File: config.mk
export PLATFORM = sky130hd
export DESIGN_NAME = mem_wb_stage_flat
export DESIGN_NICKNAME = d
export VERILOG_FILES = /design/src/rtl/cpu_pkg.sv /design/src/rtl/mem_wb_stage_if.sv /design/src/rtl/mem_wb_reg.sv /design/src/rtl/mem_wb_stage.sv /design/src/flat_wrapper.sv
export SDC_FILE = /design/constraint.sdc
export NUM_CORES = 1
export LEC_CHECK = 0
export ABC_AREA = 0
export BUFFER_PORTS_ARGS = -buffer_cell sky130_fd_sc_hd__buf_2
export CAP_MARGIN = 40
export CORE_MARGIN = 1
export CORE_UTILIZATION = 35
export DETAILED_ROUTE_END_ITERATION = 7
export PLACE_DENSITY_LB_ADDON = 0.08
export SYNTH_ARGS = -nofsm -noshare
export SYNTH_HDL_FRONTEND = slang
export SYNTH_SLANG_ARGS = --single-unit
File: constraint.sdc
create_clock -name clk_i -period 1.7 [get_ports clk_i]
set_input_delay 0.255 -clock clk_i [delete_from_list [all_inputs] [get_ports clk_i]]
set_output_delay 0.255 -clock clk_i [all_outputs]
set_load 0.01 [all_outputs]
File: src/rtl/cpu_pkg.sv
// cpu_pkg: shared MEM-stage types and constants.
// Holds the MEM FSM states, WB field bit indices and the WB bubble value.
package cpu_pkg;

    localparam int XLEN = 32;

    localparam int WB_REGWRITE = 1;
    localparam int WB_MEMTOREG = 0;

    localparam logic [1:0] WB_BUBBLE = 2'b00;

    typedef enum logic {
        IDLE = 1'b0,
        BUSY = 1'b1
    } state_e;

endpackage

File: src/rtl/mem_wb_stage_if.sv
// mem_wb_stage_if: data-memory req/ack bus between the MEM stage and dmem.
// master = MEM stage side, slave = memory side.
interface mem_wb_stage_if #(
    parameter int XLEN = 32
);

    logic            dmem_req_o;
    logic            dmem_we_o;
    logic [XLEN-1:0] dmem_addr_o;
    logic [XLEN-1:0] dmem_wdata_o;
    logic            dmem_ack_i;
    logic [XLEN-1:0] dmem_rdata_i;

    modport master (
        output dmem_req_o,
        output dmem_we_o,
        output dmem_addr_o,
        output dmem_wdata_o,
        input  dmem_ack_i,
        input  dmem_rdata_i
    );

    modport slave (
        input  dmem_req_o,
        input  dmem_we_o,
        input  dmem_addr_o,
        input  dmem_wdata_o,
        output dmem_ack_i,
        output dmem_rdata_i
    );

endinterface

File: src/rtl/mem_wb_reg.sv
// mem_wb_reg: MEM/WB pipeline register.
// load_i=1 captures the presented fields, load_i=0 inserts a bubble.
module mem_wb_reg #(
    parameter int XLEN = 32
) (
    input  logic            clk_i,
    input  logic            rst_i,
    input  logic            load_i,
    input  logic [1:0]      wb_i,
    input  logic [XLEN-1:0] alu_i,
    input  logic [XLEN-1:0] mem_i,
    input  logic [4:0]      rd_i,
    output logic            reg_write_o,
    output logic            mem_to_reg_o,
    output logic [XLEN-1:0] alu_o,
    output logic [XLEN-1:0] mem_o,
    output logic [4:0]      rd_o
);

    import cpu_pkg::*;

    logic [1:0]      wb_q, wb_d;
    logic [XLEN-1:0] alu_q, alu_d;
    logic [XLEN-1:0] mem_q, mem_d;
    logic [4:0]      rd_q, rd_d;

    always_comb begin
        wb_d  = WB_BUBBLE;
        alu_d = '0;
        mem_d = '0;
        rd_d  = '0;
        if (load_i) begin
            wb_d  = wb_i;
            alu_d = alu_i;
            mem_d = mem_i;
            rd_d  = rd_i;
        end
    end

    always_ff @(posedge clk_i) begin
        if (!rst_i) begin
            wb_q  <= WB_BUBBLE;
            alu_q <= '0;
            mem_q <= '0;
            rd_q  <= '0;
        end else begin
            wb_q  <= wb_d;
            alu_q <= alu_d;
            mem_q <= mem_d;
            rd_q  <= rd_d;
        end
    end

    assign reg_write_o  = wb_q[WB_REGWRITE];
    assign mem_to_reg_o = wb_q[WB_MEMTOREG];
    assign alu_o        = alu_q;
    assign mem_o        = mem_q;
    assign rd_o         = rd_q;

endmodule

File: src/rtl/mem_wb_stage.sv
// mem_wb_stage: MEM stage FSM driving dmem over req/ack, plus the MEM/WB register.
// Define MEM_ALIGN_CHECK_EN to drop misaligned accesses and pulse misalign_o.
module mem_wb_stage #(
    parameter int ACK_TIMEOUT = 255,
    parameter int XLEN        = 32
) (
    input  logic            clk_i,
    input  logic            rst_i,
    input  logic [1:0]      WB_i,
    input  logic            MEMR_i,
    input  logic            MEMW_i,
    input  logic [XLEN-1:0] ALUout_i,
    input  logic [XLEN-1:0] RS2_i,
    input  logic [4:0]      RDaddr_i,
    output logic            stall_o,
    mem_wb_stage_if.master  dmem,
    output logic            RegWrite_o,
    output logic            MemtoReg_o,
    output logic [XLEN-1:0] ALUout_o,
    output logic [XLEN-1:0] MEMdata_o,
    output logic [4:0]      RDaddr_o,
    output logic            err_o,
    output logic            misalign_o
);

    import cpu_pkg::*;

    localparam int CNT_W = (ACK_TIMEOUT > 0) ? $clog2(ACK_TIMEOUT + 1) : 1;

    state_e           state_q, state_d;
    logic [CNT_W-1:0] cnt_q, cnt_d;
    logic             we_q, we_d;
    logic [XLEN-1:0]  addr_q, addr_d;
    logic [XLEN-1:0]  wdata_q, wdata_d;
    logic [1:0]       hwb_q, hwb_d;
    logic [XLEN-1:0]  halu_q, halu_d;
    logic [4:0]       hrd_q, hrd_d;
    logic             err_q, err_d;
    logic             mis_q, mis_d;

    logic             access;
    logic             misalign;
    logic             timeout;
    logic             wb_load;
    logic [1:0]       wb_in;
    logic [XLEN-1:0]  alu_in;
    logic [XLEN-1:0]  mem_in;
    logic [4:0]       rd_in;

    always_comb begin
        access = MEMR_i | MEMW_i;
`ifdef MEM_ALIGN_CHECK_EN
        misalign = access & (ALUout_i[1:0] != 2'b00);
`else
        misalign = 1'b0;
`endif
        timeout = (cnt_q == CNT_W'(ACK_TIMEOUT)) & ~dmem.dmem_ack_i;

        state_d = state_q;
        cnt_d   = cnt_q;
        we_d    = we_q;
        addr_d  = addr_q;
        wdata_d = wdata_q;
        hwb_d   = hwb_q;
        halu_d  = halu_q;
        hrd_d   = hrd_q;
        err_d   = err_q;
        mis_d   = 1'b0;
        stall_o = 1'b0;
        wb_load = 1'b0;
        wb_in   = WB_i;
        alu_in  = ALUout_i;
        mem_in  = '0;
        rd_in   = RDaddr_i;

        unique case (state_q)
            IDLE: begin
                if (access && !misalign) begin
                    stall_o = 1'b1;
                    state_d = BUSY;
                    cnt_d   = '0;
                    we_d    = MEMW_i;
                    addr_d  = ALUout_i;
                    wdata_d = RS2_i;
                    hwb_d   = WB_i;
                    halu_d  = ALUout_i;
                    hrd_d   = RDaddr_i;
                end else if (misalign) begin
                    mis_d = 1'b1;
                end else begin
                    wb_load = 1'b1;
                end
            end
            BUSY: begin
                // ack wins over a timeout landing on the same cycle
                if (dmem.dmem_ack_i) begin
                    state_d = IDLE;
                    cnt_d   = '0;
                    wb_load = 1'b1;
                    wb_in[WB_REGWRITE] = hwb_q[WB_REGWRITE] & ~we_q;
                    wb_in[WB_MEMTOREG] = hwb_q[WB_MEMTOREG];
                    alu_in  = halu_q;
                    rd_in   = hrd_q;
                    mem_in  = we_q ? '0 : dmem.dmem_rdata_i;
                end else if (timeout) begin
                    state_d = IDLE;
                    cnt_d   = '0;
                    err_d   = 1'b1;
                end else begin
                    stall_o = 1'b1;
                    cnt_d   = cnt_q + CNT_W'(1);
                end
            end
        endcase
    end

    always_ff @(posedge clk_i) begin
        if (!rst_i) begin
            state_q <= IDLE;
            cnt_q   <= '0;
            we_q    <= 1'b0;
            addr_q  <= '0;
            wdata_q <= '0;
            hwb_q   <= '0;
            halu_q  <= '0;
            hrd_q   <= '0;
            err_q   <= 1'b0;
            mis_q   <= 1'b0;
        end else begin
            state_q <= state_d;
            cnt_q   <= cnt_d;
            we_q    <= we_d;
            addr_q  <= addr_d;
            wdata_q <= wdata_d;
            hwb_q   <= hwb_d;
            halu_q  <= halu_d;
            hrd_q   <= hrd_d;
            err_q   <= err_d;
            mis_q   <= mis_d;
        end
    end

    assign dmem.dmem_req_o   = (state_q == BUSY);
    assign dmem.dmem_we_o    = we_q;
    assign dmem.dmem_addr_o  = addr_q;
    assign dmem.dmem_wdata_o = wdata_q;
    assign err_o             = err_q;
    assign misalign_o        = mis_q;

    mem_wb_reg #(
        .XLEN (XLEN)
    ) u_mem_wb_reg (
        .clk_i        (clk_i),
        .rst_i        (rst_i),
        .load_i       (wb_load),
        .wb_i         (wb_in),
        .alu_i        (alu_in),
        .mem_i        (mem_in),
        .rd_i         (rd_in),
        .reg_write_o  (RegWrite_o),
        .mem_to_reg_o (MemtoReg_o),
        .alu_o        (ALUout_o),
        .mem_o        (MEMdata_o),
        .rd_o         (RDaddr_o)
    );

endmodule

File: src/flat_wrapper.sv
// flat-port wrapper written by rule: the top's interface ports become plain ports
module mem_wb_stage_flat import cpu_pkg::*;
#(
    parameter int ACK_TIMEOUT = 255,
    parameter int XLEN        = 32
)
  (clk_i, rst_i, WB_i, MEMR_i, MEMW_i, ALUout_i, RS2_i, RDaddr_i, stall_o, RegWrite_o, MemtoReg_o, ALUout_o, MEMdata_o, RDaddr_o, err_o, misalign_o, dmem_dmem_req_o, dmem_dmem_we_o, dmem_dmem_addr_o, dmem_dmem_wdata_o, dmem_dmem_ack_i, dmem_dmem_rdata_i);
  mem_wb_stage_if #(.XLEN(XLEN)) dmem_i ();
  input  logic clk_i;
  input  logic rst_i;
  input  logic [1:0] WB_i;
  input  logic MEMR_i;
  input  logic MEMW_i;
  input  logic [XLEN-1:0] ALUout_i;
  input  logic [XLEN-1:0] RS2_i;
  input  logic [4:0] RDaddr_i;
  output logic stall_o;
  output logic RegWrite_o;
  output logic MemtoReg_o;
  output logic [XLEN-1:0] ALUout_o;
  output logic [XLEN-1:0] MEMdata_o;
  output logic [4:0] RDaddr_o;
  output logic err_o;
  output logic misalign_o;
  output wire logic [$bits(dmem_i.dmem_req_o)-1:0] dmem_dmem_req_o;
  output wire logic [$bits(dmem_i.dmem_we_o)-1:0] dmem_dmem_we_o;
  output wire logic [$bits(dmem_i.dmem_addr_o)-1:0] dmem_dmem_addr_o;
  output wire logic [$bits(dmem_i.dmem_wdata_o)-1:0] dmem_dmem_wdata_o;
  input wire logic [$bits(dmem_i.dmem_ack_i)-1:0] dmem_dmem_ack_i;
  input wire logic [$bits(dmem_i.dmem_rdata_i)-1:0] dmem_dmem_rdata_i;
  assign dmem_dmem_req_o = dmem_i.dmem_req_o;
  assign dmem_dmem_we_o = dmem_i.dmem_we_o;
  assign dmem_dmem_addr_o = dmem_i.dmem_addr_o;
  assign dmem_dmem_wdata_o = dmem_i.dmem_wdata_o;
  assign dmem_i.dmem_ack_i = dmem_dmem_ack_i;
  assign dmem_i.dmem_rdata_i = dmem_dmem_rdata_i;
  mem_wb_stage #(.ACK_TIMEOUT(ACK_TIMEOUT), .XLEN(XLEN)) u_core (.clk_i(clk_i), .rst_i(rst_i), .WB_i(WB_i), .MEMR_i(MEMR_i), .MEMW_i(MEMW_i), .ALUout_i(ALUout_i), .RS2_i(RS2_i), .RDaddr_i(RDaddr_i), .stall_o(stall_o), .dmem(dmem_i), .RegWrite_o(RegWrite_o), .MemtoReg_o(MemtoReg_o), .ALUout_o(ALUout_o), .MEMdata_o(MEMdata_o), .RDaddr_o(RDaddr_o), .err_o(err_o), .misalign_o(misalign_o));
endmodule
==> results of run 1 <==
path summary, 6_finish.rpt:
check	cells past startpoint	end	startpoint
hold reg to reg	2	u_core.u_mem_wb_reg.rd_o[1]	u_core.hrd_q[1]
hold / removal	2	u_core.u_mem_wb_reg.mem_o[19]	dmem_dmem_rdata_i[19]
setup / recovery	4	stall_o	u_core.cnt_q[6]
setup reg to reg	4	u_core.cnt_q[5]	u_core.cnt_q[0]
area by class of cell:
| cell class | instances | area [µm²] | share of cell area [%] |
|---|---|---|---|
| clock buffer | 22 | 444.2 | 6.002 |
| tap | 184 | 230.2 | 3.111 |
| inverter | 2 | 7.507 | 0.1014 |
| sequential | 153 | 3075 | 41.56 |
| multi-input combinational | 411 | 1968 | 26.59 |
| timing repair buffer | 266 | 1456 | 19.68 |
| clock inverter | 8 | 219.0 | 2.959 |
synth_stat cells (2+ instances only):
| cell | instances |
|---|---|
| or3_1 | 3 |
| and2_1 | 33 |
| buf_2 | 22 |
| nand3_1 | 4 |
| or4_1 | 3 |
| a221oi_1 | 4 |
| clkbuf_1 | 18 |
| buf_4 | 2 |
| nand2_1 | 224 |
| nor3_1 | 3 |
| dfxtp_1 | 153 |
| o31ai_1 | 3 |
| nor2_1 | 2 |
| a211oi_1 | 2 |
| o21ai_0 | 2 |
| a21oi_1 | 111 |
layout by cell type (no fill, tap or decap), types with 4 or more instances in the layout:
cell type | synthesis | routed
nand2_1 | 224 | 223
buf_2 | 22 | 246
dfxtp_2 | 0 | 4
bufinv_16 | 0 | 7
buf_4 | 2 | 14
a221oi_1 | 4 | 4
and2_1 | 33 | 32
clkbuf_16 | 0 | 17
clkbuf_1 | 18 | 5
a21oi_1 | 111 | 111
dfxtp_1 | 153 | 147
buf_12 | 0 | 6
cell families (layout without fill, tap and decap cells):
kind of cell | Yosys count | count (layout) | share of synthesized area, %
simple gates | 276 | 276 | 22.42
flops | 153 | 153 | 59.33
compound gates | 130 | 130 | 13.52
buf+inv | 44 | 298 | 3.878
xor+xnor | 2 | 2 | 0.3394
fa+ha+maj | 1 | 1 | 0.2423
other cells | 1 | 1 | 0.07264
mux | 1 | 1 | 0.1939
flip-flops by register name, indices dropped and copies added, names as in the netlist:
signal	flops
u_core.dmem.dmem_wdata_o	32
u_core.halu_q	32
u_core.u_mem_wb_reg.alu_o	32
u_core.u_mem_wb_reg.mem_o	32
u_core.cnt_q	8
u_core.hrd_q	5
u_core.u_mem_wb_reg.rd_o	5
u_core.hwb_q	2
u_core.u_mem_wb_reg.wb_q	2
u_core.dmem.dmem_req_o	1
u_core.dmem.dmem_we_o	1
u_core.err_o	1
worst max-delay path, stage by stage, from the launching register on:
cell     delay [ns]
dfxtp_2        0.37
nand4_1        0.21
o21ai_4        0.19
nand2_1        0.06
buf_2          0.15
report_power, final:
group          switching [µW]  internal, µW  total, µW
logic                     569           407        976
clock network            1370          2890       4260
registers                96.8          3780       3880
per-layer routing:
metal,track usage (%),vias up
met5,0,-
met4,7.907,0
met3,7.749,4
met2,29.92,200
met1,22.24,2238
li1,-,2458
stage by stage:
stage	setup TNS (ns)	total power (µW)
6_report	0	9117
4_1_cts	0	9226
2_1_floorplan	0	4445
3_3_place_gp	0	4916
5_1_grt	-0.05775	9537
3_5_place_dp	0	4937
timing repair:
item	CTS	global route
endpoints found under the setup margin	1	1
resized for setup	9	7
buffers inserted	0	5
pin swaps	1	2
==> reports/results.tsv, run 1 <==
metric	value	unit
end_kind	output pin	
tritoncts	built	
globalRouteOverflowTotal	0	
timing.hold.worst.class	in2reg	
drive_gt1_share	35.73	%
worstPathMaxFanout	5	
numPlacedInstances	1011	
wl_met2	6948	µm
min_period	1.650	ns
cell_variety_after_synth	35	
outcome	finished clean	
post_synth_edffs	0	
numCtsBuffers	17	
wl_met3	1426	µm
initial_core_util	35.66	%
setup_slack	0.04953	ns
non_filler_cells_in_the_finished_layout	1046	
drcViolationCount	0	
synthesis.instances	608	
syn2layout_area_growth	43.36	%
detailedRoute.firstIterationViolations	296	
post-route-util	51.11	%
antenna_found_initial	0	
wire_per_inst	13.79	µm
setup-violations-final	0	
max_freq	605.9	MHz
finalWeightedCongestion	0.7916	
syn-cell-area	0.005162	mm²
clock_pin_transition_on_the_worst_setup_and_hold_timing_paths	0.06	ns
drt_pre_antenna_iters	4	
clock_sink_count	153	
grt_use_total	18.80	%
buffer_ports.inserted	246	
bufs_on_longest_clock_path	2	
period_share	97.09	%
critical_path.startpoint_type	register	
rsz_0062_raised_after_global_routing	true	
drv_slew	0	
drt-met1-wl	5980	µm
post_synth.cell_area_avg	8.491	µm²
vias	4900	
io-pin-count	248	
critPathKind	reg2out	
cp.arrival	1.40	ns
clockRootBuffer	clkbuf_16	
vias_in_the_first_global_route	4421	
insertion_delay	0.41	ns
floorplan.die_area	0.01524	mm²
report.final.hold_viol_count	0	
number_of_nets_with_antenna_violations_after_routing	0	
antenna-diode-count	0	
max-vdd-ir-drop	0.0005834	V
area_share_of_the_leading_cell_type_in_the_synthesized_netlist	59.33	%
placeableCoreArea	0.01448	mm²
slew-limit-headroom	59.78	%
synth_fp_nets	717	
power_density	1232	mW/mm²
grt_max_degree	62	
dp_slack	0.1731	ns
synth_seq_area_share	59.33	%
die_w	123.5	µm
wl	14420	µm
die_height	123.5	µm
hold-worst-slack	0.03340	ns
design_area	0.007401	mm²
cts-htree-levels	4	
placement.cell_area	0.006644	mm²
global_route_wire_length_before_repair	21670	µm
maxCapViolations	0	
synthesis.yosys.warnings	0	
fillers	1380	
worst_pin_slew	0.5986	ns
worstPathRequired	1.44	ns
post-synth-top-area-cell	dfxtp_1	
final.setup_skew	0.007489	ns
r2r_slack	0.23	ns
post_drt_via_cell_ratio	4.685	
postSynthRegisterBits	153	
yosys_most_used_dff	dfxtp_1	
leakagePower	0.003551	µW
asyncSetResetFlopFracSynth	0	%
dp_hpwl	9747	µm
synth_top_cells_by_area	dfxtp_1 (59%), nand2_1 (16%), a21oi_1 (11%)	
nets	960	
floorplan.rows	44	
uppermost_routed_layer	met4	
cts-hold-fix-buffers	0	
Note: power is estimated with default switching activity, not from simulation.
==> inputs of run 2 (changes only) <==
--- a/config.mk
+++ b/config.mk
@@ -7,7 +7,7 @@
 export LEC_CHECK = 0
 export ABC_AREA = 0
 export BUFFER_PORTS_ARGS = -buffer_cell sky130_fd_sc_hd__buf_2
-export CAP_MARGIN = 40
+export CAP_MARGIN = 20
 export CORE_MARGIN = 1
 export CORE_UTILIZATION = 35
 export DETAILED_ROUTE_END_ITERATION = 7
==> constraint.sdc (replaced) <==
create_clock -name clk_i -period 1.7 [get_ports clk_i]
set_input_delay 0.34 -clock clk_i [delete_from_list [all_inputs] [get_ports clk_i]]
set_output_delay 0.34 -clock clk_i [all_outputs]
set_load 0.01 [all_outputs]
==> reports/results.tsv, run 2 (same netlist as run 1, synthesis figures left out) <==
metric	value	unit
tritoncts	built	
floorplan.rows	44	
placeableCoreArea	0.01448	mm²
timing.reg2reg.worst_path_depth	4	
timing.hold.worst.class	in2reg	
insertion_delay	0.41	ns
leakagePower	0.003524	µW
dp_hpwl	9580	µm
io-pin-count	248	
worst_r2r_startpoint	u_core.cnt_q[0]	
die_height	123.5	µm
setup-violations-final	0	
hold_end	u_core.u_mem_wb_reg.mem_o[3]	
bufs_on_longest_clock_path	2	
grt_use_total	18.95	%
detailedRoute.firstIterationViolations	229	
buffer_ports.inserted	246	
drive_gt1_share	36.05	%
numCtsBuffers	17	
critical_path.startpoint_type	register	
rsz_0062_raised_after_global_routing	true	
syn2layout_area_growth	41.69	%
power_density	1210	mW/mm²
number_of_nets_with_antenna_violations_after_routing	0	
hold_start	dmem_dmem_rdata_i[3]	
global_route_wire_length_before_repair	22110	µm
die_w	123.5	µm
antenna_found_initial	0	
wl	14300	µm
vias_in_the_first_global_route	4568	
globalRouteOverflowTotal	0	
period_share	99.50	%
non_filler_cells_in_the_finished_layout	1044	
clock_pin_transition_on_the_worst_setup_and_hold_timing_paths	0.06	ns
antenna-diode-count	0	
clock_sink_count	153	
min_period	1.692	ns
crit-reg2reg-capture	u_core.cnt_q[5]	
maxCapViolations	0	
final_common_cell	buf_2	
design_area	0.007315	mm²
path_cells	ha_4, nand3_4, o21ai_2, nand2_1, buf_2	
grt_max_degree	72	
post_drt_via_cell_ratio	4.654	
drv_slew	0	
most_used_cells_in_the_layout_excluding_fill_and_tap_cells	buf_2 (246), nand2_1 (223), dfxtp_1 (147), a21oi_1 (111), and2_1 (32)	
floorplan.die_area	0.01524	mm²
initial_core_util	35.66	%
critPathKind	reg2out	
end_kind	output pin	
finalSetupTns	0	ns
clockRootBuffer	clkbuf_16	
cp.arrival	1.35	ns
r2r_slack	0.26	ns
power.total	8853	µW
placement.cell_area	0.006599	mm²
finalWeightedCongestion	0.8043	
drcViolationCount	0	
crit_slowest_cell	dfxtp_4	
report.final.hold_viol_count	0	
crit_path_max_incr_delay	0.35	ns
slew-limit-headroom	66.99	%
nets	959	
min_delay_path_depth	2	
worst_pin_slew	0.4874	ns
max-vdd-ir-drop	0.0006411	V
drt_pre_antenna_iters	7	
final.setup_skew	0.004970	ns
cts-htree-levels	4	
cts-hold-fix-buffers	0	
worstPathMaxFanout	2	
wire_per_inst	13.70	µm
numPlacedInstances	1010	
max_freq	591.2	MHz
vias	4859	
outcome	finished clean	
worstPathRequired	1.36	ns
## run 2: cell count changes in the layout (fill, tap and decap cells not counted), sizes merged
| cell | before | now |
|---|---|---|
| bufinv | 7 | 5 |
| buf | 266 | 265 |
| clkbuf | 22 | 20 |
| clkinvlp | 0 | 1 |
| clkinv | 1 | 3 |
## run 2: worst max-delay path by stage
stage	startpoint	endpoint	slack [ns]	cells past startpoint
floorplan	u_core.cnt_q[0]	stall_o	0.16	4
global placement	u_core.cnt_q[0]	stall_o	0.22	5
detailed placement	u_core.dmem.dmem_req_o	u_core.cnt_q[5]	0.16	3
CTS	u_core.cnt_q[1]	stall_o	-0.01	5
global route	u_core.cnt_q[0]	stall_o	-0.07	5
finish	u_core.cnt_q[0]	stall_o	0.008	5
## run 2: worst max-delay path: cells and delay by family (launching register included)
kind	cells	cell delay (ns)
compound gates	1	0.16
flops	1	0.35
buf+inv	1	0.15
fa+ha+maj	1	0.14
simple gates	2	0.15
## run 2: cell type report
class                      count  area [µm²]
inverter                       2       7.507
clock buffer                  20       456.7
clock inverter                 9       172.7
sequential                   153        3075
multi-input combinational    411        1961
tap                          184       230.2
fill                        1406        7164
timing repair buffer         265        1411
## run 2: repair_timing
action | in CTS | in global routing
resized for setup | 14 | 1
buffers inserted | 3 | 2
setup endpoints to repair | 1 | 1
pin swaps | 2 | 3
cloned | 0 | 0
## run 2: layer usage
metal / wire length (µm) / track usage (%)
met4: 221 / 8.660
met3: 1217 / 6.965
met2: 6585 / 30.52
met1: 6278 / 22.40
met5: 0 / 0
## run 2: report_power, final
group          leakage [µW]  total, µW  internal, µW  switching [µW]
clock              0.000308       4020          2650            1370
sequential          0.00126       3880          3780            96.5
combinational       0.00196        953           388             566
## run 2: stage by stage
stage	worst slack (ns)	utilization, %	hold WS, ns
floorplan	0.1620	-	0.4321
global placement	0.2226	45.58	0.4357
detailed placement	0.1622	45.58	0.4450
CTS	-0.01259	50.38	0.1069
global route	-0.06604	50.52	0.1118
finish	0.008449	50.52	0.1268
==> inputs of run 3 (changes only) <==
--- a/config.mk
+++ b/config.mk
@@ -15,3 +15,4 @@
 export SYNTH_ARGS = -nofsm -noshare
 export SYNTH_HDL_FRONTEND = slang
 export SYNTH_SLANG_ARGS = --single-unit
+export TNS_END_PERCENT = 10
==> constraint.sdc (replaced) <==
create_clock -name clk_i -period 1.7 [get_ports clk_i]
set_input_delay 0.34 -clock clk_i [delete_from_list [all_inputs] [get_ports clk_i]]
set_output_delay 0.34 -clock clk_i [all_outputs]
set_load 0.05 [all_outputs]
==> reports/results.tsv, run 3 (same netlist as run 1, synthesis figures left out) <==
metric	value	unit
most_used_cells_in_the_layout_excluding_fill_and_tap_cells	buf_2 (245), nand2_1 (222), dfxtp_1 (147), a21oi_1 (111), and2_1 (32)	
failed_checks	negative setup slack	
detailedRoute.firstIterationViolations	303	
placeableCoreArea	0.01448	mm²
drcViolationCount	0	
max_freq	568.8	MHz
antenna_found_initial	1	
rsz_0062_raised_after_global_routing	true	
wire_per_inst	14.15	µm
period_share	103.4	%
placement.cell_area	0.006620	mm²
initial_core_util	35.66	%
tritoncts	built	
report.final.hold_viol_count	0	
post_drt_via_cell_ratio	4.741	
end_kind	output pin	
bufs_on_longest_clock_path	2	
outcome	complete, but fails checks	
antenna-diode-count	0	
io-pin-count	248	
floorplan.die_area	0.01524	mm²
buffer_ports.inserted	246	
globalRouteOverflowTotal	0	
final_common_cell	buf_2	
drv_slew	0	
final.setup_skew	0.004667	ns
floorplan.rows	44	
worstPathRequired	1.36	ns
grt_max_degree	50	
insertion_delay	0.41	ns
fillers	1403	
number_of_nets_with_antenna_violations_after_routing	0	
vias	4969	
setup-violations-final	1	
worstPathMaxFanout	2	
die_w	123.5	µm
hold-worst-slack	0.1160	ns
maxCapViolations	0	
syn2layout_area_growth	40.86	%
clock_sink_count	153	
die_height	123.5	µm
leakagePower	0.003499	µW
vias_in_the_first_global_route	4761	
clock_pin_transition_on_the_worst_setup_and_hold_timing_paths	0.06	ns
grt_use_total	19.58	%
wl	14830	µm
dp_hpwl	10060	µm
critical_path.startpoint_type	register	
timing.hold.worst.class	in2reg	
numCtsBuffers	17	
nets	960	
global_route_wire_length_before_repair	22700	µm
critPathKind	reg2out	
min_period	1.758	ns
finalWeightedCongestion	0.7437	
setup_slack	-0.05811	ns
cp.arrival	1.42	ns
slew-limit-headroom	65.06	%
clockRootBuffer	clkbuf_16	
drive_gt1_share	36.34	%
design_area	0.007272	mm²
drt_pre_antenna_iters	6	
cts-htree-levels	4	
worst_pin_slew	0.5159	ns
power_density	1246	mW/mm²
max-vdd-ir-drop	0.0005940	V
post-route-util	50.22	%
## run 3: changes by cell type in the layout (fill, tap and decap cells not counted), sizes merged
cell	delta
clkbuf	+3
inv	+2
bufinv	-4
clkinvlp	+2
buf	+1
## run 3: area by class of cell
type | count | area, µm² | share of cell area (%)
clock buffers | 23 | 488.0 | 6.710
clock inverters | 9 | 88.84 | 1.222
inverters | 2 | 7.507 | 0.1032
multi-input cells | 411 | 1971 | 27.10
flip-flops and latches | 153 | 3070 | 42.22
well taps | 184 | 230.2 | 3.166
repair buffers | 266 | 1416 | 19.48
## run 3: critical path, cell delays in order (launching register included)
cell     delay, ns
dfxtp_2       0.35
ha_4          0.15
nand3_4       0.09
o21ai_4       0.17
nand2_2       0.08
buf_8         0.16
## run 3: what timing repair did
| action | CTS | global route |
|---|---|---|
| setup buffers | 1 | 1 |
| hold buffers | 0 | 0 |
| resized for setup | 13 | 3 |
| pin swaps | 2 | 2 |
| setup endpoints to repair | 1 | 1 |
## run 3: worst paths after layout
| kind | startpoint | endpoint | slack, ns | cells past startpoint |
|---|---|---|---|---|
| worst min register to register | u_core.dmem.dmem_wdata_o[4] | u_core.dmem.dmem_wdata_o[4] | 0.45 | 2 |
| worst max register to register | u_core.cnt_q[2] | u_core.cnt_q[7] | 0.21 | 3 |
| worst max-delay path | u_core.cnt_q[1] | stall_o | -0.06 | 5 |
| worst min-delay path | dmem_dmem_rdata_i[31] | u_core.u_mem_wb_reg.mem_o[31] | 0.12 | 2 |
## run 3: through the flow
stage	std cells	power [µW]	setup WS [ns]	setup TNS (ns)
final	1048	9062	-0.05811	-0.05811
after global routing	1048	9436	-0.1208	-0.1208
after CTS	1047	9151	-0.05130	-0.05130
after detailed placement	1014	5472	0.1456	0
after global placement	1014	5450	0.2334	0
after floorplan	608	4997	0.004546	0
## run 3: power breakdown
group,switching [µW],internal (µW)
sequential,97.4,3780
combinational,1120,395
clock,1490,2180
total,2710,6350
## run 3: per-layer routing
| layer | share of wire (%) | up-vias | GRT usage (%) |
|---|---|---|---|
| met2 | 48 | 207 | 32.33 |
| met4 | 1.7 | 0 | 9.714 |
| li1 | - | 2456 | - |
| met3 | 8.6 | 22 | 7.057 |
| met1 | 42 | 2284 | 22.27 |
| met5 | 0 | - | 0 |
